### src/rtl/axi_dma_wr_master_if.sv
// Bundles the command, source-stream, completion and AXI write-channel signals
// of the DMA write master; master = the DMA block, slave = its surroundings.
interface axi_dma_wr_master_if #(
  parameter int AXI_ID_WD   = 2,
  parameter int AXI_DATA_WD = 32,
  parameter int AXI_ADDR_WD = 32
);
  logic                     i_cmd_valid;
  logic                     o_cmd_ready;
  logic [AXI_ADDR_WD-1:0]   i_cmd_addr;
  logic [7:0]               i_cmd_len;
  logic [AXI_ID_WD-1:0]     i_cmd_id;

  logic [AXI_DATA_WD-1:0]   i_s_data;
  logic                     i_s_valid;
  logic                     o_s_ready;

  logic                     o_done;
  logic [1:0]               o_done_resp;

  logic [AXI_ADDR_WD-1:0]   M_AXI_AWADDR;
  logic [AXI_ID_WD-1:0]     M_AXI_AWID;
  logic [1:0]               M_AXI_AWBURST;
  logic [2:0]               M_AXI_AWSIZE;
  logic [7:0]               M_AXI_AWLEN;
  logic                     M_AXI_AWVALID;
  logic                     M_AXI_AWREADY;

  logic [AXI_DATA_WD-1:0]   M_AXI_WDATA;
  logic [AXI_DATA_WD/8-1:0] M_AXI_WSTRB;
  logic                     M_AXI_WLAST;
  logic                     M_AXI_WVALID;
  logic                     M_AXI_WREADY;

  logic [AXI_ID_WD-1:0]     M_AXI_BID;
  logic [1:0]               M_AXI_BRESP;
  logic                     M_AXI_BVALID;
  logic                     M_AXI_BREADY;

  modport master (
    input  i_cmd_valid, i_cmd_addr, i_cmd_len, i_cmd_id,
    input  i_s_data, i_s_valid,
    input  M_AXI_AWREADY, M_AXI_WREADY, M_AXI_BID, M_AXI_BRESP, M_AXI_BVALID,
    output o_cmd_ready, o_s_ready, o_done, o_done_resp,
    output M_AXI_AWADDR, M_AXI_AWID, M_AXI_AWBURST, M_AXI_AWSIZE, M_AXI_AWLEN, M_AXI_AWVALID,
    output M_AXI_WDATA, M_AXI_WSTRB, M_AXI_WLAST, M_AXI_WVALID,
    output M_AXI_BREADY
  );

  modport slave (
    output i_cmd_valid, i_cmd_addr, i_cmd_len, i_cmd_id,
    output i_s_data, i_s_valid,
    output M_AXI_AWREADY, M_AXI_WREADY, M_AXI_BID, M_AXI_BRESP, M_AXI_BVALID,
    input  o_cmd_ready, o_s_ready, o_done, o_done_resp,
    input  M_AXI_AWADDR, M_AXI_AWID, M_AXI_AWBURST, M_AXI_AWSIZE, M_AXI_AWLEN, M_AXI_AWVALID,
    input  M_AXI_WDATA, M_AXI_WSTRB, M_AXI_WLAST, M_AXI_WVALID,
    input  M_AXI_BREADY
  );
endinterface

### src/rtl/axi_dma_wr_master.sv
// Single-burst AXI write master: each accepted command becomes one INCR burst
// whose beats are passed straight through from the source stream.
module axi_dma_wr_master #(
  parameter int AXI_ID_WD   = 2,
  parameter int AXI_DATA_WD = 32,
  parameter int AXI_ADDR_WD = 32
) (
  input  logic                M_AXI_ACLK,
  input  logic                M_AXI_ARESETN,
  axi_dma_wr_master_if.master bus
);

  localparam logic [2:0] AW_SIZE = 3'($clog2(AXI_DATA_WD / 8));

  typedef enum logic [1:0] {IDLE, AW, W, B} state_t;

  state_t                 state_reg, state_next;
  logic [AXI_ADDR_WD-1:0] addr_reg;
  logic [7:0]             len_reg;
  logic [AXI_ID_WD-1:0]   id_reg;
  logic [7:0]             beat_reg;
  logic                   done_reg;
  logic [1:0]             resp_reg;

  logic cmd_ready, aw_valid, w_valid, s_ready, b_ready, w_last;
  logic cmd_fire, aw_fire, w_fire, b_fire;
  logic unused_bid;

  assign unused_bid = ^bus.M_AXI_BID;

  assign w_last   = (state_reg == W) && (beat_reg == len_reg);
  assign cmd_fire = cmd_ready && bus.i_cmd_valid;
  assign aw_fire  = aw_valid && bus.M_AXI_AWREADY;
  assign w_fire   = w_valid && bus.M_AXI_WREADY;
  assign b_fire   = b_ready && bus.M_AXI_BVALID;

  always_ff @(posedge M_AXI_ACLK) begin
    if (!M_AXI_ARESETN) begin
      state_reg <= IDLE;
    end else begin
      state_reg <= state_next;
    end
  end

  always_comb begin
    state_next = state_reg;
    cmd_ready  = 1'b0;
    aw_valid   = 1'b0;
    w_valid    = 1'b0;
    s_ready    = 1'b0;
    b_ready    = 1'b0;
    case (state_reg)
      IDLE: begin
        // Not ready while reset is held, so nothing is accepted during reset.
        cmd_ready = M_AXI_ARESETN;
        if (bus.i_cmd_valid && M_AXI_ARESETN) state_next = AW;
      end
      AW: begin
        aw_valid = 1'b1;
        if (bus.M_AXI_AWREADY) state_next = W;
      end
      W: begin
        w_valid = bus.i_s_valid;
        s_ready = bus.M_AXI_WREADY;
        if (bus.i_s_valid && bus.M_AXI_WREADY && w_last) state_next = B;
      end
      B: begin
        b_ready = 1'b1;
        if (bus.M_AXI_BVALID) state_next = IDLE;
      end
      default: state_next = IDLE;
    endcase
  end

  always_ff @(posedge M_AXI_ACLK) begin
    if (!M_AXI_ARESETN) begin
      addr_reg <= '0;
      len_reg  <= '0;
      id_reg   <= '0;
      beat_reg <= '0;
      done_reg <= 1'b0;
      resp_reg <= 2'b00;
    end else begin
      done_reg <= b_fire;
      if (cmd_fire) begin
        addr_reg <= bus.i_cmd_addr;
        len_reg  <= bus.i_cmd_len;
        id_reg   <= bus.i_cmd_id;
      end
      // The wrap after beat 255 is harmless: the burst has already ended.
      if (aw_fire) begin
        beat_reg <= '0;
      end else if (w_fire) begin
        beat_reg <= beat_reg + 8'd1;
      end
      if (b_fire) resp_reg <= bus.M_AXI_BRESP;
    end
  end

  assign bus.o_cmd_ready   = cmd_ready;
  assign bus.o_s_ready     = s_ready;
  assign bus.o_done        = done_reg;
  assign bus.o_done_resp   = resp_reg;

  assign bus.M_AXI_AWADDR  = addr_reg;
  assign bus.M_AXI_AWID    = id_reg;
  assign bus.M_AXI_AWBURST = 2'b01;
  assign bus.M_AXI_AWSIZE  = AW_SIZE;
  assign bus.M_AXI_AWLEN   = len_reg;
  assign bus.M_AXI_AWVALID = aw_valid;

  assign bus.M_AXI_WDATA   = bus.i_s_data;
  assign bus.M_AXI_WSTRB   = '1;
  assign bus.M_AXI_WLAST   = w_last;
  assign bus.M_AXI_WVALID  = w_valid;

  assign bus.M_AXI_BREADY  = b_ready;

endmodule

### src/flat_wrapper.sv
// flat-port wrapper written by rule: the top's interface ports become plain ports
module axi_dma_wr_master_flat 
#(
  parameter int AXI_ID_WD   = 2,
  parameter int AXI_DATA_WD = 32,
  parameter int AXI_ADDR_WD = 32
)
  (M_AXI_ACLK, M_AXI_ARESETN, bus_i_cmd_valid, bus_i_cmd_addr, bus_i_cmd_len, bus_i_cmd_id, bus_i_s_data, bus_i_s_valid, bus_M_AXI_AWREADY, bus_M_AXI_WREADY, bus_M_AXI_BID, bus_M_AXI_BRESP, bus_M_AXI_BVALID, bus_o_cmd_ready, bus_o_s_ready, bus_o_done, bus_o_done_resp, bus_M_AXI_AWADDR, bus_M_AXI_AWID, bus_M_AXI_AWBURST, bus_M_AXI_AWSIZE, bus_M_AXI_AWLEN, bus_M_AXI_AWVALID, bus_M_AXI_WDATA, bus_M_AXI_WSTRB, bus_M_AXI_WLAST, bus_M_AXI_WVALID, bus_M_AXI_BREADY);
  axi_dma_wr_master_if #(.AXI_ID_WD(AXI_ID_WD), .AXI_DATA_WD(AXI_DATA_WD), .AXI_ADDR_WD(AXI_ADDR_WD)) bus_i ();
  input  logic M_AXI_ACLK;
  input  logic M_AXI_ARESETN;
  input wire logic [$bits(bus_i.i_cmd_valid)-1:0] bus_i_cmd_valid;
  input wire logic [$bits(bus_i.i_cmd_addr)-1:0] bus_i_cmd_addr;
  input wire logic [$bits(bus_i.i_cmd_len)-1:0] bus_i_cmd_len;
  input wire logic [$bits(bus_i.i_cmd_id)-1:0] bus_i_cmd_id;
  input wire logic [$bits(bus_i.i_s_data)-1:0] bus_i_s_data;
  input wire logic [$bits(bus_i.i_s_valid)-1:0] bus_i_s_valid;
  input wire logic [$bits(bus_i.M_AXI_AWREADY)-1:0] bus_M_AXI_AWREADY;
  input wire logic [$bits(bus_i.M_AXI_WREADY)-1:0] bus_M_AXI_WREADY;
  input wire logic [$bits(bus_i.M_AXI_BID)-1:0] bus_M_AXI_BID;
  input wire logic [$bits(bus_i.M_AXI_BRESP)-1:0] bus_M_AXI_BRESP;
  input wire logic [$bits(bus_i.M_AXI_BVALID)-1:0] bus_M_AXI_BVALID;
  output wire logic [$bits(bus_i.o_cmd_ready)-1:0] bus_o_cmd_ready;
  output wire logic [$bits(bus_i.o_s_ready)-1:0] bus_o_s_ready;
  output wire logic [$bits(bus_i.o_done)-1:0] bus_o_done;
  output wire logic [$bits(bus_i.o_done_resp)-1:0] bus_o_done_resp;
  output wire logic [$bits(bus_i.M_AXI_AWADDR)-1:0] bus_M_AXI_AWADDR;
  output wire logic [$bits(bus_i.M_AXI_AWID)-1:0] bus_M_AXI_AWID;
  output wire logic [$bits(bus_i.M_AXI_AWBURST)-1:0] bus_M_AXI_AWBURST;
  output wire logic [$bits(bus_i.M_AXI_AWSIZE)-1:0] bus_M_AXI_AWSIZE;
  output wire logic [$bits(bus_i.M_AXI_AWLEN)-1:0] bus_M_AXI_AWLEN;
  output wire logic [$bits(bus_i.M_AXI_AWVALID)-1:0] bus_M_AXI_AWVALID;
  output wire logic [$bits(bus_i.M_AXI_WDATA)-1:0] bus_M_AXI_WDATA;
  output wire logic [$bits(bus_i.M_AXI_WSTRB)-1:0] bus_M_AXI_WSTRB;
  output wire logic [$bits(bus_i.M_AXI_WLAST)-1:0] bus_M_AXI_WLAST;
  output wire logic [$bits(bus_i.M_AXI_WVALID)-1:0] bus_M_AXI_WVALID;
  output wire logic [$bits(bus_i.M_AXI_BREADY)-1:0] bus_M_AXI_BREADY;
  assign bus_i.i_cmd_valid = bus_i_cmd_valid;
  assign bus_i.i_cmd_addr = bus_i_cmd_addr;
  assign bus_i.i_cmd_len = bus_i_cmd_len;
  assign bus_i.i_cmd_id = bus_i_cmd_id;
  assign bus_i.i_s_data = bus_i_s_data;
  assign bus_i.i_s_valid = bus_i_s_valid;
  assign bus_i.M_AXI_AWREADY = bus_M_AXI_AWREADY;
  assign bus_i.M_AXI_WREADY = bus_M_AXI_WREADY;
  assign bus_i.M_AXI_BID = bus_M_AXI_BID;
  assign bus_i.M_AXI_BRESP = bus_M_AXI_BRESP;
  assign bus_i.M_AXI_BVALID = bus_M_AXI_BVALID;
  assign bus_o_cmd_ready = bus_i.o_cmd_ready;
  assign bus_o_s_ready = bus_i.o_s_ready;
  assign bus_o_done = bus_i.o_done;
  assign bus_o_done_resp = bus_i.o_done_resp;
  assign bus_M_AXI_AWADDR = bus_i.M_AXI_AWADDR;
  assign bus_M_AXI_AWID = bus_i.M_AXI_AWID;
  assign bus_M_AXI_AWBURST = bus_i.M_AXI_AWBURST;
  assign bus_M_AXI_AWSIZE = bus_i.M_AXI_AWSIZE;
  assign bus_M_AXI_AWLEN = bus_i.M_AXI_AWLEN;
  assign bus_M_AXI_AWVALID = bus_i.M_AXI_AWVALID;
  assign bus_M_AXI_WDATA = bus_i.M_AXI_WDATA;
  assign bus_M_AXI_WSTRB = bus_i.M_AXI_WSTRB;
  assign bus_M_AXI_WLAST = bus_i.M_AXI_WLAST;
  assign bus_M_AXI_WVALID = bus_i.M_AXI_WVALID;
  assign bus_M_AXI_BREADY = bus_i.M_AXI_BREADY;
  axi_dma_wr_master #(.AXI_ID_WD(AXI_ID_WD), .AXI_DATA_WD(AXI_DATA_WD), .AXI_ADDR_WD(AXI_ADDR_WD)) u_core (.M_AXI_ACLK(M_AXI_ACLK), .M_AXI_ARESETN(M_AXI_ARESETN), .bus(bus_i));
endmodule
### config.mk
export PLATFORM = sky130hd
export DESIGN_NAME = axi_dma_wr_master_flat
export DESIGN_NICKNAME = d
export VERILOG_FILES = /design/src/rtl/axi_dma_wr_master_if.sv /design/src/rtl/axi_dma_wr_master.sv /design/src/flat_wrapper.sv
export SDC_FILE = /design/constraint.sdc
export NUM_CORES = 1
export LEC_CHECK = 0
export CAP_MARGIN = 40
export CORE_MARGIN = 2
export CORE_UTILIZATION = 35
export CTS_CLUSTER_DIAMETER = 30
export DETAILED_ROUTE_END_ITERATION = 16
export PLACE_DENSITY = 0.79
export SLEW_MARGIN = 20
export SYNTH_ARGS = -nofsm -noshare
export SYNTH_HDL_FRONTEND = slang
export SYNTH_SLANG_ARGS = --single-unit
### constraint.sdc
create_clock -name M_AXI_ACLK -period 1.75 [get_ports M_AXI_ACLK]
set_input_delay 0.4375 -clock M_AXI_ACLK [delete_from_list [all_inputs] [get_ports M_AXI_ACLK]]
set_output_delay 0.4375 -clock M_AXI_ACLK [all_outputs]
set_load 0.01 [all_outputs]
======== Word-level counts from Yosys, hierarchy flattened ========
Cells that the tools add are included.
word-level totals
  input port bits ......................... 85
  output and inout port bits .............. 92
  register bits ........................... 55
  logic and storage cells ................. 38
operators by class
  muxes and demuxes ....................... 10
  eq/ne operators ......................... 8
  add/sub/neg operators ................... 1
  reduce and logical (&&, ||, !) cells .... 11
  bitwise gates (word level) .............. 1
operators with widths
  kind                   count
  $add A8 B1 Y8 const B  1
  $eq A8 B8 Y1           1
  $logic_and A1 B1 Y1    8
  $mux W2                4
  $pmux W2 S4            1
  $ne A2 B2 Y1 const B   3
  $mux W1                5
  $eq A2 B2 Y1 const B   2
  $reduce_and A4 Y1      1
  $eq A2 B1 Y1 const B   1
  $logic_not A2 Y1       1
  $ne A2 B1 Y1 const B   1
  $reduce_or A2 Y1       1
  $not A1 Y1             1

======== Depth between registers and ports, before layout ========
  depth after elaboration ................. 5
  gate-level depth with buffers ........... 7
  gate-level depth less buffers ........... 6

======== Worst setup path before layout ========
No wires, ideal clock.
  path type ............................... register to register
  start ................................... register u_core.state_reg[1]
  end ..................................... register u_core.state_reg[0]
  required time ........................... 1,631 ps
  library setup time ...................... 119 ps
  cell stages (with the launch flop) ...... 7
  clock period less this slack ............ 1,581 ps
  setup slack ............................. 169 ps
  arrival time ............................ 1,462 ps
  buffers on the path ..................... 0
  cell sequence ........................... dfxtp_1 -> inv_1 -> ha_1 -> and2b_1 -> or4_4 -> o21ai_2 -> a21oi_1
on the way
  cells in the longest elaborated chain, start to end .. 5
  elaborated cells on any way between the ends .. 12
  classes of those cells .................. 7 x eq/ne; 1 x mux; 4 x reduce/logical
ends and longest elaborated chain
  element                      RTL line                                          RTL
  start: declaration           axi_dma_wr_master.sv:17                           state_t state_reg, state_next;
  start signal: assignment     axi_dma_wr_master.sv:41                           state_reg <= state_next;
  $eq A2 B2 Y1                 axi_dma_wr_master.sv:31, axi_dma_wr_master.sv:52
  $logic_and A1 B1 Y1          axi_dma_wr_master.sv:31                           assign w_last = (state_reg == W) && (beat_reg == len_reg);
  $logic_and A1 B1 Y1          axi_dma_wr_master.sv:65                           if (bus.i_s_valid && bus.M_AXI_WREADY && w_last) state_next = B;
  $ne A2 B2 Y1 (no line)       --
  $reduce_and A4 Y1 (no line)  --
Parallel ways exist; a longest one is shown, timed or not.
A chain may end at the register's enable or synchronous reset.

======== Worst setup path in the final report ========
  start ................................... register u_core.len_reg[5] (netlist: u_core.bus.M_AXI_AWLEN[5])
  end ..................................... output port bus_M_AXI_WLAST
on the way
  cells in the longest elaborated chain, start to end .. 2
ends and longest elaborated chain
  element                   RTL line                 RTL
  start: declaration        axi_dma_wr_master.sv:19  logic [7:0] len_reg;
  start signal: assignment  axi_dma_wr_master.sv:87  len_reg <= bus.i_cmd_len;
  $eq A8 B8 Y1              axi_dma_wr_master.sv:31
  $logic_and A1 B1 Y1       axi_dma_wr_master.sv:31
  end: declaration          flat_wrapper.sv:35       output wire logic [$bits(bus_i.M_AXI_WLAST)-1:0] bus_M_AXI_WLAST;
Every way passes these cells.

==> run summary <==
Setup Viol. Count Final: 1
Max clock buf depth: 2
Ys async rst share: 0
DRC Markers: 0
Tot GR Track Use: 0.1471
Critical path class: flip-flop to primary output
Peak VDD IR: 417.6 uV
Most instantiated cells after synthesis: 95 x nand2_1, 55 x dfxtp_1, 43 x o21ai_0
Slowest stage delay, CP: 0.34 ns
CP Max Fanout: 2
Initial antenna violation count: 0
Largest cells by area after synthesis: dfxtp_1 43%, nand2_1 14%, buf_4 12%
Max reg flops: 32
DR iter-0 viols: 91
CP Cell Sequence: xor2_1, nor4_2, and3_1, buf_2
H-tree levels: 2
Via Count: 2260
DR pass1 iterations: 4
PwrDens: 1096 mW/mm^2
CTS root buf: clkbuf_8
Synth unique cells: 32
Cell Area, Synth: 0.002549 sq mm
Final Power: 4085 uW
# diodes: 0
P_leak: 0.001544 uW
Clk sinks: 55
Total grt overflow: 0
Final GP Congestion: 0.7669
Final Util: 0.5224
Fraction of layout cells with a size suffix above 1: 0.1744
Detailed Route WL: 5853 microns
Synth top area share: 0.4320
Clk_skew: 0.004799 ns
Multi-input gate area: 0.001141 sq mm
Post-synth EDFFs: 0
Largest net degree at the start of global routing: 49
Die area: 0.007981 sq mm
Syn-to-layout area delta: 46.29%
Minimum clock period: 1.897 ns
Max Freq: 0.5270 GHz
Final count of hold timing violations: 0
Final Cycle Share: 1.084
Synth warn: 0
Post-DP HPWL: 4353 microns
Endpoint type of the worst setup path: primary output
Core area: 0.007137 sq mm
Initial core utilization: 0.3571
Most numerous cell in the Yosys netlist: nand2_1
Violated checks: setup timing
Synthesized instance count: 316
Status: finished with violations
Register Area: 0.001114 sq mm
Die Y-Extent: 89.34 microns
Cell family with most CP delay: simple AND/OR/NAND/NOR gates
Cts bufs inserted: 5
Global-route wire length before repair: 9294 microns
CP startpoint kind: flip-flop
Number of max-cap violations: 0
I/O Pins: 177
Row cnt: 31
RSZ-0062 raised after global routing: true
CP max-delay cell: dfxtp_2
Nets@finish: 496
Buffers & Inverters on Critical Path: 1
Signal arrival time at the worst endpoint: 1.46 ns
Vias in the first global route: 2010
Worst hold path type: flip-flop to flip-flop
PnR worst setup slack: -0.1475 ns
Area leader, netlist: dfxtp_1
Clk_lat worst skew: 0.31 ns
Die X: 89.34 microns
PortBufs: 101
Worst Path Required: 1.31 ns
Avg WL per Cell: 11.57 microns
Syn avg cell area: 8.065 sq um
Fillcell total: 671
Sequential fraction of the synthesis area: 0.4320
Yosys reg bits: 55
Max Transition Viols Final: 0
CTS tree: done
CTS clk-pin slew, worst paths: 0.10 ns
Synth Flop Type: dfxtp_1
Drt via density: 4.466
DRT antenna net count: 0
[through the flow]
| step | hold WS [ns] | setup WS, ns | cells | cell area, sq um | setup TNS (ns) |
|---|---|---|---|---|---|
| after global placement | 0.4429 | -0.2420 | 496 | 3576 | -1.291 |
| after global routing | 0.4791 | -0.2347 | 506 | 3729 | -0.2356 |
| final | 0.4611 | -0.1475 | 506 | 3729 | -0.1475 |
| after floorplan | 0.4769 | 0.1692 | 323 | 2575 | 0 |
| after detailed placement | 0.4509 | -0.2722 | 496 | 3576 | -1.659 |
| after CTS | 0.4676 | -0.1761 | 506 | 3679 | -0.2394 |
[kinds of logic after synthesis]
kind of cell,count (synthesis),share of synthesized area
AOI/OAI and AO/OA,53,0.1154
other,2,0.002947
DFF,55,0.4320
and+or+nand+nor,128,0.2248
buffers and inverters,59,0.1522
xor gates and xnor gates,14,0.04811
adders and majority gates,5,0.02455
[tightest hold or removal path: stages (launching register included)]
cell     delay (ns)
dfxtp_1        0.32
nand2_1        0.05
o21ai_0        0.06
[cell usage in the layout, fill, tap and decap left out, drive strengths merged, types with 2 or more instances in the layout]
cell type      netlist  layout
nand2               95      95
o21ai               44      44
and2                 3       3
nand3                6       6
a21oi                3       3
a21boi               3       3
and3                 5       5
conb                 2       9
clkinvlp             0       2
clkbuf               6       5
dlygate4sd2          0       5
dfxtp               55      55
dlymetal6s2s         0       4
ha                   5       5
xnor2                3       3
nor3                 2       2
clkdlybuf4s50        0      86
buf                 51      38
inv                  2       2
xor2                11      11
nor4                 4       4
nor2                 6       6
nand4                3       3
[layout make-up]
type,instances,area share
Clock buffer,5,0.01846
Timing Repair Buffer,133,0.3362
Inverter,2,0.002013
Clock inverter,3,0.005369
Multi-Input combinational cell,209,0.3060
Sequential cell,55,0.2987
Tap cell,99,0.03322
[worst paths after layout]
| check | from | to | slack [ns] | cells after the start |
|---|---|---|---|---|
| max | u_core.bus.M_AXI_AWLEN[5]$_SDFFE_PN0P_ | bus_M_AXI_WLAST | -0.15 | 4 |
| min | u_core.bus.M_AXI_AWADDR[6]$_SDFFE_PN0P_ | u_core.bus.M_AXI_AWADDR[6]$_SDFFE_PN0P_ | 0.46 | 2 |
| max reg2reg | u_core.state_reg[0]$_SDFFE_PN0P_ | u_core.state_reg[0]$_SDFFE_PN0P_ | 0.04 | 6 |
| min reg2reg | u_core.bus.M_AXI_AWADDR[6]$_SDFFE_PN0P_ | u_core.bus.M_AXI_AWADDR[6]$_SDFFE_PN0P_ | 0.46 | 2 |
[per-layer routing]
metal,part of all wire,global-route usage,vias to the layer above
met2,0.48,0.2478,89
met4,0.0079,0.04342,0
li1,-,-,1151
met5,0,0,-
met3,0.084,0.05448,7
met1,0.42,0.1750,1013
[repair_timing]
action	4_1_cts	5_1_grt
endpoints found under the setup margin	14	10
buffers inserted	2	1
resized for setup	35	16
pin swaps	4	8
hold buffers	0	0
[power by group]
part	switching (uW)	internal, uW
Clock	417	279
Sequential	124	1500
Combinational	803	957
Total	1340	2740
Note: power is estimated with default switching activity, not from simulation.
